`config.mk`:
```
export PLATFORM = sky130hd
export DESIGN_NAME = vx_ifetch_responder
export DESIGN_NICKNAME = d
export VERILOG_FILES = /design/src/rtl/vx_ifetch_responder.sv
export SDC_FILE = /design/constraint.sdc
export NUM_CORES = 1
export LEC_CHECK = 0
export CAP_MARGIN = 20
export CORE_UTILIZATION = 34
export CTS_CLUSTER_SIZE = 40
export DETAILED_ROUTE_END_ITERATION = 6
export DONT_BUFFER_PORTS = 1
export PLACE_DENSITY = 0.55
export SKIP_LAST_GASP = 1
export SYNTH_ARGS = -nofsm -noshare
export SYNTH_HDL_FRONTEND = slang
export SYNTH_SLANG_ARGS = --single-unit
```
`constraint.sdc`:
```
create_clock -name clk -period 3.8 [get_ports clk]
set_input_delay 0.76 -clock clk [delete_from_list [all_inputs] [get_ports clk]]
set_output_delay 0.76 -clock clk [all_outputs]
set_load 0.02 [all_outputs]
```
`src/rtl/vx_ifetch_responder.sv`:
```
// vx_ifetch_responder
//
// Fetch-side responder between the warp scheduler and the I-cache. A fetch
// request {uuid, tmask, pc, wid} is passed straight through to the I-cache as
// a word-address read tagged with the warp id, while its metadata is parked in
// a per-warp table. When the I-cache answers, the returned tag selects the
// metadata, and the pair is captured in a single output register for decode.
// Each warp may have at most one fetch in flight.
//
// Clock / reset:
//   clk                    rising-edge clock
//   reset                  synchronous, active-high
//
// Ports:
//   req_valid_i/ready_o    fetch request handshake
//   req_uuid_i/tmask_i/pc_i/wid_i  fetch request payload
//   icache_req_valid_o/ready_i     I-cache read request handshake
//   icache_req_addr_o      word address (req_pc_i[31:2])
//   icache_req_tag_o       warp id used as the read tag
//   icache_rsp_valid_i/ready_o     I-cache read data handshake
//   icache_rsp_data_i/tag_i        instruction word and returned warp id
//   rsp_valid_o/ready_i    fetch response handshake toward decode
//   rsp_uuid_o/tmask_o/pc_o/wid_o/instr_o  registered fetch response
//   pending_warps_o        per-warp in-flight flags
//   tag_error_o            sticky: a response arrived for an idle warp
//   busy_o                 any fetch in flight or a response held
//   perf_stall_cycles_o    cycles with req_valid_i & ~req_ready_o
//   perf_fetched_instrs_o  responses accepted by decode
//
// Build option:
//   IFETCH_PERF_EN  when defined, adds the two 64-bit performance counters and
//                   their ports. Without it the block is otherwise identical.

module vx_ifetch_responder #(
  parameter int unsigned NUM_WARPS   = 4,
  parameter int unsigned NUM_THREADS = 4,
  parameter int unsigned UUID_BITS   = 44,
  parameter int unsigned NW          = (NUM_WARPS > 1) ? $clog2(NUM_WARPS) : 1
) (
  input  logic                   clk,
  input  logic                   reset,

  // Fetch request from the warp scheduler
  input  logic                   req_valid_i,
  output logic                   req_ready_o,
  input  logic [UUID_BITS-1:0]   req_uuid_i,
  input  logic [NUM_THREADS-1:0] req_tmask_i,
  input  logic [31:0]            req_pc_i,
  input  logic [NW-1:0]          req_wid_i,

  // I-cache read request
  output logic                   icache_req_valid_o,
  input  logic                   icache_req_ready_i,
  output logic [29:0]            icache_req_addr_o,
  output logic [NW-1:0]          icache_req_tag_o,

  // I-cache read response
  input  logic                   icache_rsp_valid_i,
  output logic                   icache_rsp_ready_o,
  input  logic [31:0]            icache_rsp_data_i,
  input  logic [NW-1:0]          icache_rsp_tag_i,

  // Fetch response toward decode
  output logic                   rsp_valid_o,
  input  logic                   rsp_ready_i,
  output logic [UUID_BITS-1:0]   rsp_uuid_o,
  output logic [NUM_THREADS-1:0] rsp_tmask_o,
  output logic [31:0]            rsp_pc_o,
  output logic [NW-1:0]          rsp_wid_o,
  output logic [31:0]            rsp_instr_o,

  // Status
  output logic [NUM_WARPS-1:0]   pending_warps_o,
  output logic                   tag_error_o,
  output logic                   busy_o
`ifdef IFETCH_PERF_EN
  ,
  output logic [63:0]            perf_stall_cycles_o,
  output logic [63:0]            perf_fetched_instrs_o
`endif
);

  // ---------------------------------------------------------------------------
  // State
  // ---------------------------------------------------------------------------
  logic [NUM_WARPS-1:0]   pending_q, pending_d;
  logic                   tag_error_q, tag_error_d;

  // Per-warp request metadata, indexed by warp id
  logic [UUID_BITS-1:0]   meta_uuid_q  [NUM_WARPS];
  logic [NUM_THREADS-1:0] meta_tmask_q [NUM_WARPS];
  logic [31:0]            meta_pc_q    [NUM_WARPS];

  // Output register
  logic                   rsp_valid_q, rsp_valid_d;
  logic [UUID_BITS-1:0]   rsp_uuid_q, rsp_uuid_d;
  logic [NUM_THREADS-1:0] rsp_tmask_q, rsp_tmask_d;
  logic [31:0]            rsp_pc_q, rsp_pc_d;
  logic [NW-1:0]          rsp_wid_q, rsp_wid_d;
  logic [31:0]            rsp_instr_q, rsp_instr_d;

  // ---------------------------------------------------------------------------
  // Handshakes
  // ---------------------------------------------------------------------------
  logic req_blocked;
  logic req_fire;
  logic icache_rsp_fire;
  logic rsp_tag_pending;

  // Blocking uses the registered flags, so a warp whose response fires this
  // cycle can only issue again from the next cycle on.
  assign req_blocked        = pending_q[req_wid_i];
  assign icache_req_valid_o = req_valid_i & ~req_blocked;
  assign req_ready_o        = icache_req_ready_i & ~req_blocked;
  assign icache_req_addr_o  = req_pc_i[31:2];
  assign icache_req_tag_o   = req_wid_i;
  assign req_fire           = req_valid_i & req_ready_o;

  assign icache_rsp_ready_o = ~rsp_valid_q | rsp_ready_i;
  assign icache_rsp_fire    = icache_rsp_valid_i & icache_rsp_ready_o;
  assign rsp_tag_pending    = pending_q[icache_rsp_tag_i];

  // ---------------------------------------------------------------------------
  // Next-state logic
  // ---------------------------------------------------------------------------
  always_comb begin
    pending_d = pending_q;
    if (icache_rsp_fire) begin
      pending_d[icache_rsp_tag_i] = 1'b0;
    end
    // A request can only fire for a warp that is idle, so it never races a
    // legitimate clear of the same warp.
    if (req_fire) begin
      pending_d[req_wid_i] = 1'b1;
    end
  end

  always_comb begin
    tag_error_d = tag_error_q | (icache_rsp_fire & ~rsp_tag_pending);
  end

  always_comb begin
    rsp_valid_d = rsp_valid_q;
    rsp_uuid_d  = rsp_uuid_q;
    rsp_tmask_d = rsp_tmask_q;
    rsp_pc_d    = rsp_pc_q;
    rsp_wid_d   = rsp_wid_q;
    rsp_instr_d = rsp_instr_q;
    if (icache_rsp_fire) begin
      // Loads even on a tag error; the metadata is whatever the table holds.
      rsp_valid_d = 1'b1;
      rsp_uuid_d  = meta_uuid_q[icache_rsp_tag_i];
      rsp_tmask_d = meta_tmask_q[icache_rsp_tag_i];
      rsp_pc_d    = meta_pc_q[icache_rsp_tag_i];
      rsp_wid_d   = icache_rsp_tag_i;
      rsp_instr_d = icache_rsp_data_i;
    end else if (rsp_ready_i) begin
      rsp_valid_d = 1'b0;
    end
  end

  // ---------------------------------------------------------------------------
  // Registers
  // ---------------------------------------------------------------------------
  always_ff @(posedge clk) begin
    if (reset) begin
      pending_q   <= '0;
      tag_error_q <= 1'b0;
      rsp_valid_q <= 1'b0;
      rsp_uuid_q  <= '0;
      rsp_tmask_q <= '0;
      rsp_pc_q    <= '0;
      rsp_wid_q   <= '0;
      rsp_instr_q <= '0;
    end else begin
      pending_q   <= pending_d;
      tag_error_q <= tag_error_d;
      rsp_valid_q <= rsp_valid_d;
      rsp_uuid_q  <= rsp_uuid_d;
      rsp_tmask_q <= rsp_tmask_d;
      rsp_pc_q    <= rsp_pc_d;
      rsp_wid_q   <= rsp_wid_d;
      rsp_instr_q <= rsp_instr_d;
    end
  end

  // Metadata is cleared on reset so a stray response never forwards X.
  always_ff @(posedge clk) begin
    if (reset) begin
      for (int i = 0; i < int'(NUM_WARPS); i++) begin
        meta_uuid_q[i]  <= '0;
        meta_tmask_q[i] <= '0;
        meta_pc_q[i]    <= '0;
      end
    end else if (req_fire) begin
      meta_uuid_q[req_wid_i]  <= req_uuid_i;
      meta_tmask_q[req_wid_i] <= req_tmask_i;
      meta_pc_q[req_wid_i]    <= req_pc_i;
    end
  end

  // Responses for an idle warp are flagged at runtime; the data still flows.
  always_ff @(posedge clk) begin
    if (!reset && icache_rsp_fire) begin
      assert (rsp_tag_pending)
      else $warning("vx_ifetch_responder: response for idle warp %0d", icache_rsp_tag_i);
    end
  end

  // ---------------------------------------------------------------------------
  // Outputs
  // ---------------------------------------------------------------------------
  assign rsp_valid_o     = rsp_valid_q;
  assign rsp_uuid_o      = rsp_uuid_q;
  assign rsp_tmask_o     = rsp_tmask_q;
  assign rsp_pc_o        = rsp_pc_q;
  assign rsp_wid_o       = rsp_wid_q;
  assign rsp_instr_o     = rsp_instr_q;
  assign pending_warps_o = pending_q;
  assign tag_error_o     = tag_error_q;
  assign busy_o          = (|pending_q) | rsp_valid_q;

`ifdef IFETCH_PERF_EN
  logic [63:0] perf_stall_q, perf_stall_d;
  logic [63:0] perf_fetched_q, perf_fetched_d;

  always_comb begin
    perf_stall_d   = perf_stall_q;
    perf_fetched_d = perf_fetched_q;
    if (req_valid_i & ~req_ready_o) begin
      perf_stall_d = perf_stall_q + 64'd1;
    end
    if (rsp_valid_q & rsp_ready_i) begin
      perf_fetched_d = perf_fetched_q + 64'd1;
    end
  end

  always_ff @(posedge clk) begin
    if (reset) begin
      perf_stall_q   <= '0;
      perf_fetched_q <= '0;
    end else begin
      perf_stall_q   <= perf_stall_d;
      perf_fetched_q <= perf_fetched_d;
    end
  end

  assign perf_stall_cycles_o   = perf_stall_q;
  assign perf_fetched_instrs_o = perf_fetched_q;
`endif

endmodule

```
Word-level counts from Yosys, hierarchy flattened
Memories as Yosys holds them, arrays and structs flattened. A register that Yosys moved wholly into a read port is not among the register bits.
Index checks and enable logic that the tools add are counted.
{"block": "word_totals", "ff_bits": 40, "ram_bits": 320, "mem_count": 3, "out_inout_bits": 156, "in_bits": 122, "elab_cells": 59}
{"block": "op_classes", "bitwise": 14, "magnitude_cmp": 4, "n_reduce_logical": 7, "muxes": 26}
{"memory": "meta_uuid_q", "depth": 4, "word_bits": 44, "read_ports": 1, "rd_ports_with_merged_regs": 1, "wr": 4, "line": "90", "text": "logic [UUID_BITS-1:0] meta_uuid_q [NUM_WARPS];"}
{"memory": "meta_pc_q", "depth": 4, "word_bits": 32, "read_ports": 1, "rd_ports_with_merged_regs": 1, "wr": 4, "line": "92", "text": "logic [31:0] meta_pc_q [NUM_WARPS];"}
{"memory": "meta_tmask_q", "depth": 4, "word_bits": 4, "read_ports": 1, "rd_ports_with_merged_regs": 1, "wr": 4, "line": "91", "text": "logic [NUM_THREADS-1:0] meta_tmask_q [NUM_WARPS];"}
{"cell": "44-bit two-way mux", "n": 1}
{"cell": "44-bit OR reduction", "n": 1}
{"cell": "32-bit two-way mux", "n": 1}
{"cell": "32-bit OR reduction", "n": 1}
{"cell": "1-bit two-way mux", "n": 14}
{"cell": "4-bit two-way mux", "n": 3}
{"cell": "4-bit OR reduction", "n": 2}
{"cell": "2-bit by 3-bit less-than comparator with 1-bit output (second input constant)", "n": 2}
{"cell": "2-bit two-way mux", "n": 3}
{"cell": "1-bit AND", "n": 5}
{"cell": "4-bit AND", "n": 1}
{"cell": "1-bit binary-select mux with 2-bit select", "n": 2}
{"cell": "1-bit demux with 2-bit select", "n": 2}
{"cell": "2-bit by 1-bit greater-or-equal comparator with 1-bit output (second input constant)", "n": 2}
{"cell": "4-bit NOT", "n": 1}
{"cell": "4-bit bitwise OR", "n": 1}
{"cell": "1-bit NOT", "n": 3}
{"cell": "1-bit bitwise OR", "n": 3}
{"cell": "1-bit logical AND", "n": 2}
{"cell": "2-bit nonzero test", "n": 1}

Longest topological paths before layout
Gate-level depths: netlist (run 1).
{"block": "logic_depth", "word_depth": 10, "ltp_mapped": 7, "mapped_depth_nobuf": 4}

Least setup slack after synthesis (run 1)
OpenSTA, ideal clock, no wires.
{"block": "synth_timing", "path_type": "input to register", "startpoint": "input port req_valid_i", "endpoint": "memory meta_pc_q[3][0] (enable)", "required_ps": 3359, "path_stages": 3, "path_slack_ps": 664, "n_path_buf": 0, "t_arrival_ps": 2696, "setup_time_ps": 441, "path_cell_list": "and4_1 nand2_1 nand2_1"}
{"item": "from (decl)", "line": "44", "text": "input logic req_valid_i,"}
{"item": "to (decl)", "line": "92"}

Worst setup path in the final report (run 1)
{"block": "layout_timing", "startpoint": "register pending_q[2] (netlist: pending_warps_o[2])", "endpoint": "output port icache_req_valid_o"}
{"block": "layout_via", "elab_chain_len": 4}
{"item": "from (decl)", "line": "86", "text": "logic [NUM_WARPS-1:0] pending_q, pending_d;"}
{"item": "from (signal assigned)", "line": "176", "text": "pending_q <= pending_d;"}
{"item": "1-bit binary-select mux with 2-bit select", "line": "112", "text": "assign req_blocked = pending_q[req_wid_i];"}
{"item": "1-bit two-way mux (not written as such)", "line": "112"}
{"item": "1-bit NOT", "line": "113", "text": "assign icache_req_valid_o = req_valid_i & ~req_blocked;"}
{"item": "1-bit AND", "line": "113"}
{"item": "to (decl)", "line": "52", "text": "output logic icache_req_valid_o,"}
No other way between the ends. The select of a mux whose other input is x is not followed.

==> results of run 1 <==
-- area by class of cell --
type                            instances  area [um2]
Fill cell                            5089       33200
Sequential cell                       440       12000
Multi-Input combinational cell        771        5830
Clock buffer                           70        1520
Tap cell                              696         871
Timing Repair Buffer                   18         223
Clock inverter                         22         198
Antenna cell                            9        22.5
Inverter                                4        20.0
-- logic make-up after synthesis --
kind of cell | count (synthesis)
simple gates | 454
compound gates | 235
flops | 440
buf+inv | 151
mux | 82
-- synthesized netlist by cell type --
cell      count  share of area [%]
clkbuf_2      8               0.22
and4_1        1              0.047
nand3_1     114                3.1
inv_1         3              0.061
or2_2         3               0.10
o21ai_0     114                3.1
edfxtp_1    320                 52
nor4_1        1              0.034
dfxtp_1     120                 13
a31o_1        1              0.047
a21oi_1     116                3.1
nor2_4        1              0.061
buf_1        16               0.32
buf_2        20               0.54
a41o_1        1              0.054
nor4b_4       2               0.26
nor4_2        1              0.067
nor3_1        1              0.027
a31o_2        2              0.094
o21a_1        1              0.040
buf_6         4               0.24
and2_1      320                 11
mux4_2       82                9.9
clkbuf_1     66                1.3
or4_1         1              0.040
nand3b_4      1               0.11
buf_4        33                1.3
nor2b_1       3               0.10
nand2_1       3              0.061
inv_2         1              0.020
nand4b_1      2              0.094
-- how the worst max path moves through the flow --
stage	slack, ns	end	cells after the start
finish	1.07	icache_req_valid_o	2
global placement	1.22	meta_uuid_q[2][25]$_SDFFCE_PN0P_	4
global route	1.01	icache_req_valid_o	2
floorplan	0.66	meta_pc_q[3][0]$_DFFE_PP_	3
CTS	1.02	icache_req_valid_o	2
detailed placement	1.20	meta_uuid_q[2][13]$_SDFFCE_PN0P_	4
-- through the flow --
stage          setup slack [ns]  area [um2]
6_report                   1.07       20700
5_1_grt                    1.01       20700
4_1_cts                    1.02       20700
3_5_place_dp               1.20       19000
3_3_place_gp               1.22       19000
2_1_floorplan             0.664       18600
-- routing by layer --
metal  vias to the layer above  part of all wire, %
met5                         -                    0
met3                        67                  6.9
met4                         0                  2.0
met1                      5384                   41
li1                       4817                    -
met2                       293                   50
-- sequential cells by signal, indices dropped and copies added (netlist names), 2 cells and up --
register / flops
meta_tmask_q: 16
meta_pc_q: 128
rsp_wid_o: 2
rsp_tmask_o: 4
rsp_instr_o: 32
rsp_uuid_o: 44
pending_warps_o: 4
meta_uuid_q: 176
rsp_pc_o: 32
-- worst max-delay path: stages, from the launching register on --
cell,delay [ns]
dfxtp_1,0.45
mux4_2,0.58
nor2b_1,0.37
-- where the power goes --
part / internal (W) / switching (W)
sequential: 0.00540 / 0.000187
clock: 0.00294 / 0.00197
combinational: 0.000241 / 0.000298
-- layout by cell type, fill, tap and decap left out, types with 4 or more instances in the layout --
cell,instances
clkinv_2,11
edfxtp_1,320
buf_4,11
nand3_1,114
clkinv_4,4
and2_1,320
clkbuf_8,8
o21ai_0,114
dfxtp_1,120
diode_2,9
clkbuf_1,5
mux4_2,82
buf_12,7
clkbuf_16,55
a21oi_1,116
==> flow_summary.toml, run 1 <==
[synthesis]
synth_cell_type_count = 31
synth_top_family_by_area = "simple AND/OR/NAND/NOR gates"
syn-num-nets = 1484
synth_compound_area_share_pct = 6.44
synth_mux_area_share_pct = 9.95
syn_inst = 1362
synth_warnings = 0
postSynthAreaPerCell_um2 = 13.6
synthSimpleGateAreaFrac_pct = 14.9
synth_xor_area_share_pct = 0
netlist_area_um2 = 18600
ys_ff_latch = 440
synth-adder-area-share_pct = 0
ys_seq_area_share_pct = 64.7

[global_route]
grt_use_met3_pct = 4.73
grt_max_degree = 122
grt_pass1_wl_um = 72300
grt_pass1_vias = 11146
use_met2_pct = 30.2
grt_overflow = 0
antenna_found_initial = 0
grt_usage_pct = 17.3
met1_usage_pct = 20.8
grt-busiest-layer = "met2"

[sta]
whs_ns = 0.268
max_freq_mhz = 366
post-route-period-util_pct = 71.9
rsz0062_at_grt = "no"
fin_skew_ns = 0.0164
period_needed_ns = 2.73
slew_headroom_pct = 31.1
setup_viol = 0
hold_viol = 0
tightest_slew_ns = 1.03
timing.setup.tns_ns = 0
maxSlewViolCount = 0

[finish]
finalNetCount = 1406
synthToLayoutAreaGrowth_pct = 11.4
fin_util_pct = 38.4
drive_above_1_share_pct = 15.1
fin_cells = 2030

[cts]
clock_latency_ns = 0.59
postCtsResizedCells = 0
clk_path_buf_depth = 3
hold_buffers = 0
cts-buffers-inserted = 49
htreeDepth = 2
clock_sinks = 440
post-cts-setup-buffers = 0
cts-root-buf = "clkbuf_16"
cts_tree = "built"
path_clk_slew_ns = 0.06

[worst_setup_path]
crit_type = "flop to output pin"
crit_path_start = "pending_warps_o[2]$_SDFF_PP0_"
r2r_end = "rsp_pc_o[6]$_SDFFE_PP0N_"
endpoint_kind = "output pin"
critPathMaxFanout = 6
reg2reg_from = "rsp_valid_o$_SDFFE_PP0P_"
reg2regPathDepth = 5
crit_path_start_kind = "flop"
crit_required_ns = 3.04
rrSetupSlack_ns = 1.30
worstPathArrival_ns = 1.97

[drt]
routed-via-count = 10561
drc = 0
antenna_left = 0
first_pass_iters = 5
routed_wl_um = 47900
wl_per_cell_um = 23.6
drtIter0Drc = 575
viasPerCell = 5.20

[hold_path]
hold_class = "input port to flop"
hp-start = "reset"
hold_depth = 1
hold_end = "rsp_uuid_o[4]$_SDFFE_PP0N_"

[die]
rows = 85
die_h_um = 236
start_util_pct = 34.4
io_pins = 278
dieArea_um2 = 55500
die_w_um = 236
core-area_um2 = 53900

[placement]
routabilityCongestion = 0.725
placed_cells = 1929
portBuffers = 0
hpwl_um = 26700

[job]
drv_cap = 0

[power_and_ir_drop]
finalPower_w = 0.0110
ir_drop_mv = 0.310
powerDensity_nw_per_um2 = 533
power.leakage_nw = 7.22

[status]
outcome = "complete, no violations"
(Power assumes the default switching activity.)
==> run 2, diff against run 1 <==
clock period = 2.64 ns   (was 3.8 ns; I/O delays follow)
==> run 2 against run 1 <==
- final cell count fell by 0.15%
- combinational power rose by 47%
- critical path depth did not move
- non-clock buffer count rose by 8
- die area did not move
- hold slack got worse by 0.20 ns
- core utilization barely moved
- register-to-register slack got worse by 0.57 ns
- worst setup slack got worse by 0.88 ns
- clock power rose by 38%
- count of clock-buffer cells in the layout rose by 11
- via count fell by 0.21%
- critical endpoint unchanged
- highest routed layer unchanged
==> flow_summary.toml, run 2 (same netlist as run 1, synthesis figures left out) <==
[cts]
post-cts-setup-buffers = 0
hold_buffers = 1
clk_path_buf_depth = 3
htreeDepth = 2
cts-root-buf = "clkbuf_16"
clock_latency_ns = 0.58
cts_tree = "built"
cts-buffers-inserted = 49
clock_sinks = 440
postCtsResizedCells = 0
path_clk_slew_ns = 0.06

[placement]
portBuffers = 0
routabilityCongestion = 0.711
place_ws_ns = 0.617
placed_cells = 1936
hpwl_um = 25400

[hold_path]
hold_class = "input port to flop"

[worst_setup_path]
endpoint_kind = "output pin"
rrSetupSlack_ns = 0.73
cp-endpoint = "icache_req_valid_o"
worstPathArrival_ns = 1.93
r2r_end = "meta_uuid_q[3][40]$_DFFE_PP_"
crit_path_start_kind = "flop"
crit_type = "flop to output pin"
critPathMaxFanout = 4
crit_required_ns = 2.11
reg2regPathDepth = 4
crit_path_start = "pending_warps_o[3]$_SDFF_PP0_"
reg2reg_from = "pending_warps_o[3]$_SDFF_PP0_"

[finish]
fin_cells = 2027
synthToLayoutAreaGrowth_pct = 11.5
fill_cells = 5032
drive_above_1_share_pct = 14.5
largest-register = "meta_uuid_q"
largest_reg_flops = 176
finalNetCount = 1414
final_cell_mix = "320 x and2_1, 320 x edfxtp_1, 120 x dfxtp_1, 116 x a21oi_1"
antenna_cells = 0

[global_route]
antenna_found_initial = 1
grt_pass1_vias = 10911
grt_max_degree = 119
grt_usage_pct = 16.8
grt_overflow = 0
grt_pass1_wl_um = 70100

[sta]
maxSlewViolCount = 0
whs_ns = 0.0677
slew_headroom_pct = 58.9
rsz0062_at_grt = "no"
fin_skew_ns = 0.00928
timing.setup.tns_ns = 0
setup_viol = 0
post-route-period-util_pct = 93.0
period_needed_ns = 2.45
postLayoutSetupSlackWorst_ns = 0.186
hold_viol = 0
tightest_slew_ns = 0.615
max_freq_mhz = 407

[job]
drv_cap = 0

[power_and_ir_drop]
p_sw_share_pct = 21.9
pwr-share-seq_pct = 51.6
intPower_w = 0.0122
power_switching_w = 0.00342
finalPower_w = 0.0156
comb_power_share_pct = 5.1
pwr-share-clk_pct = 43.4
powerDensity_nw_per_um2 = 753
power.leakage_nw = 7.21
ir_drop_mv = 0.419

[die]
die_h_um = 236
io_pins = 278
die_w_um = 236
dieArea_um2 = 55500
core-area_um2 = 53900
start_util_pct = 34.4
rows = 85

[drt]
drtIter0Drc = 746
routed_wl_um = 46300
drc = 0
antenna_left = 0
wl_per_cell_um = 22.8
routed-via-count = 10539
viasPerCell = 5.20
first_pass_iters = 5

[status]
outcome = "complete, no violations"
[run 2: worst max-delay path: stages (launching register included)]
cell     delay, ns
dfxtp_1       0.41
mux4_2        0.58
nor2b_1       0.37
[run 2: power groups by stage]
| stage | clock network [W] | logic [W] | registers (W) |
|---|---|---|---|
| after floorplan | 0 | 0.000740 | 0.00813 |
| after global placement | 0 | 0.000799 | 0.00817 |
| after detailed placement | 0 | 0.000808 | 0.00818 |
| after CTS | 0.00692 | 0.000815 | 0.00804 |
| after global routing | 0.00717 | 0.000870 | 0.00807 |
| final | 0.00676 | 0.000793 | 0.00803 |
[run 2: cell type report]
type	count	area [um2]	area share (%)
sequential	440	12000	58.0
timing repair buffer	26	360	1.74
tap	696	871	4.21
clock inverter	9	72.6	0.351
clock buffer	81	1530	7.39
inverter	4	18.8	0.0907
multi-input combinational	771	5830	28.2
[run 2: stage by stage]
stage / util (%) / cell area [um2]
6_report: 38.4 / 20700
3_3_place_gp: 35.4 / 19100
5_1_grt: 38.4 / 20700
2_1_floorplan: - / 18600
3_5_place_dp: 35.4 / 19100
4_1_cts: 38.4 / 20700
[run 2: worst min-delay path by stage]
| stage | slack, ns | from | endpoint | depth (start not counted) |
|---|---|---|---|---|
| final | 0.07 | reset | rsp_uuid_o[6]$_SDFFE_PP0N_ | 1 |
| after global placement | 0.56 | rsp_instr_o[5]$_SDFFE_PP0N_ | rsp_instr_o[5]$_SDFFE_PP0N_ | 2 |
| after detailed placement | 0.56 | rsp_instr_o[20]$_SDFFE_PP0N_ | rsp_instr_o[20]$_SDFFE_PP0N_ | 2 |
| after floorplan | 0.55 | rsp_instr_o[0]$_SDFFE_PP0N_ | rsp_instr_o[0]$_SDFFE_PP0N_ | 2 |
| after CTS | 0.03 | reset | rsp_instr_o[9]$_SDFFE_PP0N_ | 1 |
| after global routing | 0.03 | reset | rsp_pc_o[22]$_SDFFE_PP0N_ | 1 |
[run 2: layer usage]
layer | track usage (%) | vias up | share of wire [%]
li1 | - | 4811 | -
met1 | 20.0 | 5341 | 40
met2 | 28.4 | 319 | 49
met3 | 5.62 | 68 | 8.6
met4 | 5.51 | 0 | 2.4
met5 | 0 | - | 0
==> run 3, diff against run 2 <==
CAP_MARGIN = 40   (was 20)
TNS_END_PERCENT = 100   (was default)
==> results of run 3 <==
No change in the layout: final DEF, timing and power equal those of run 2.
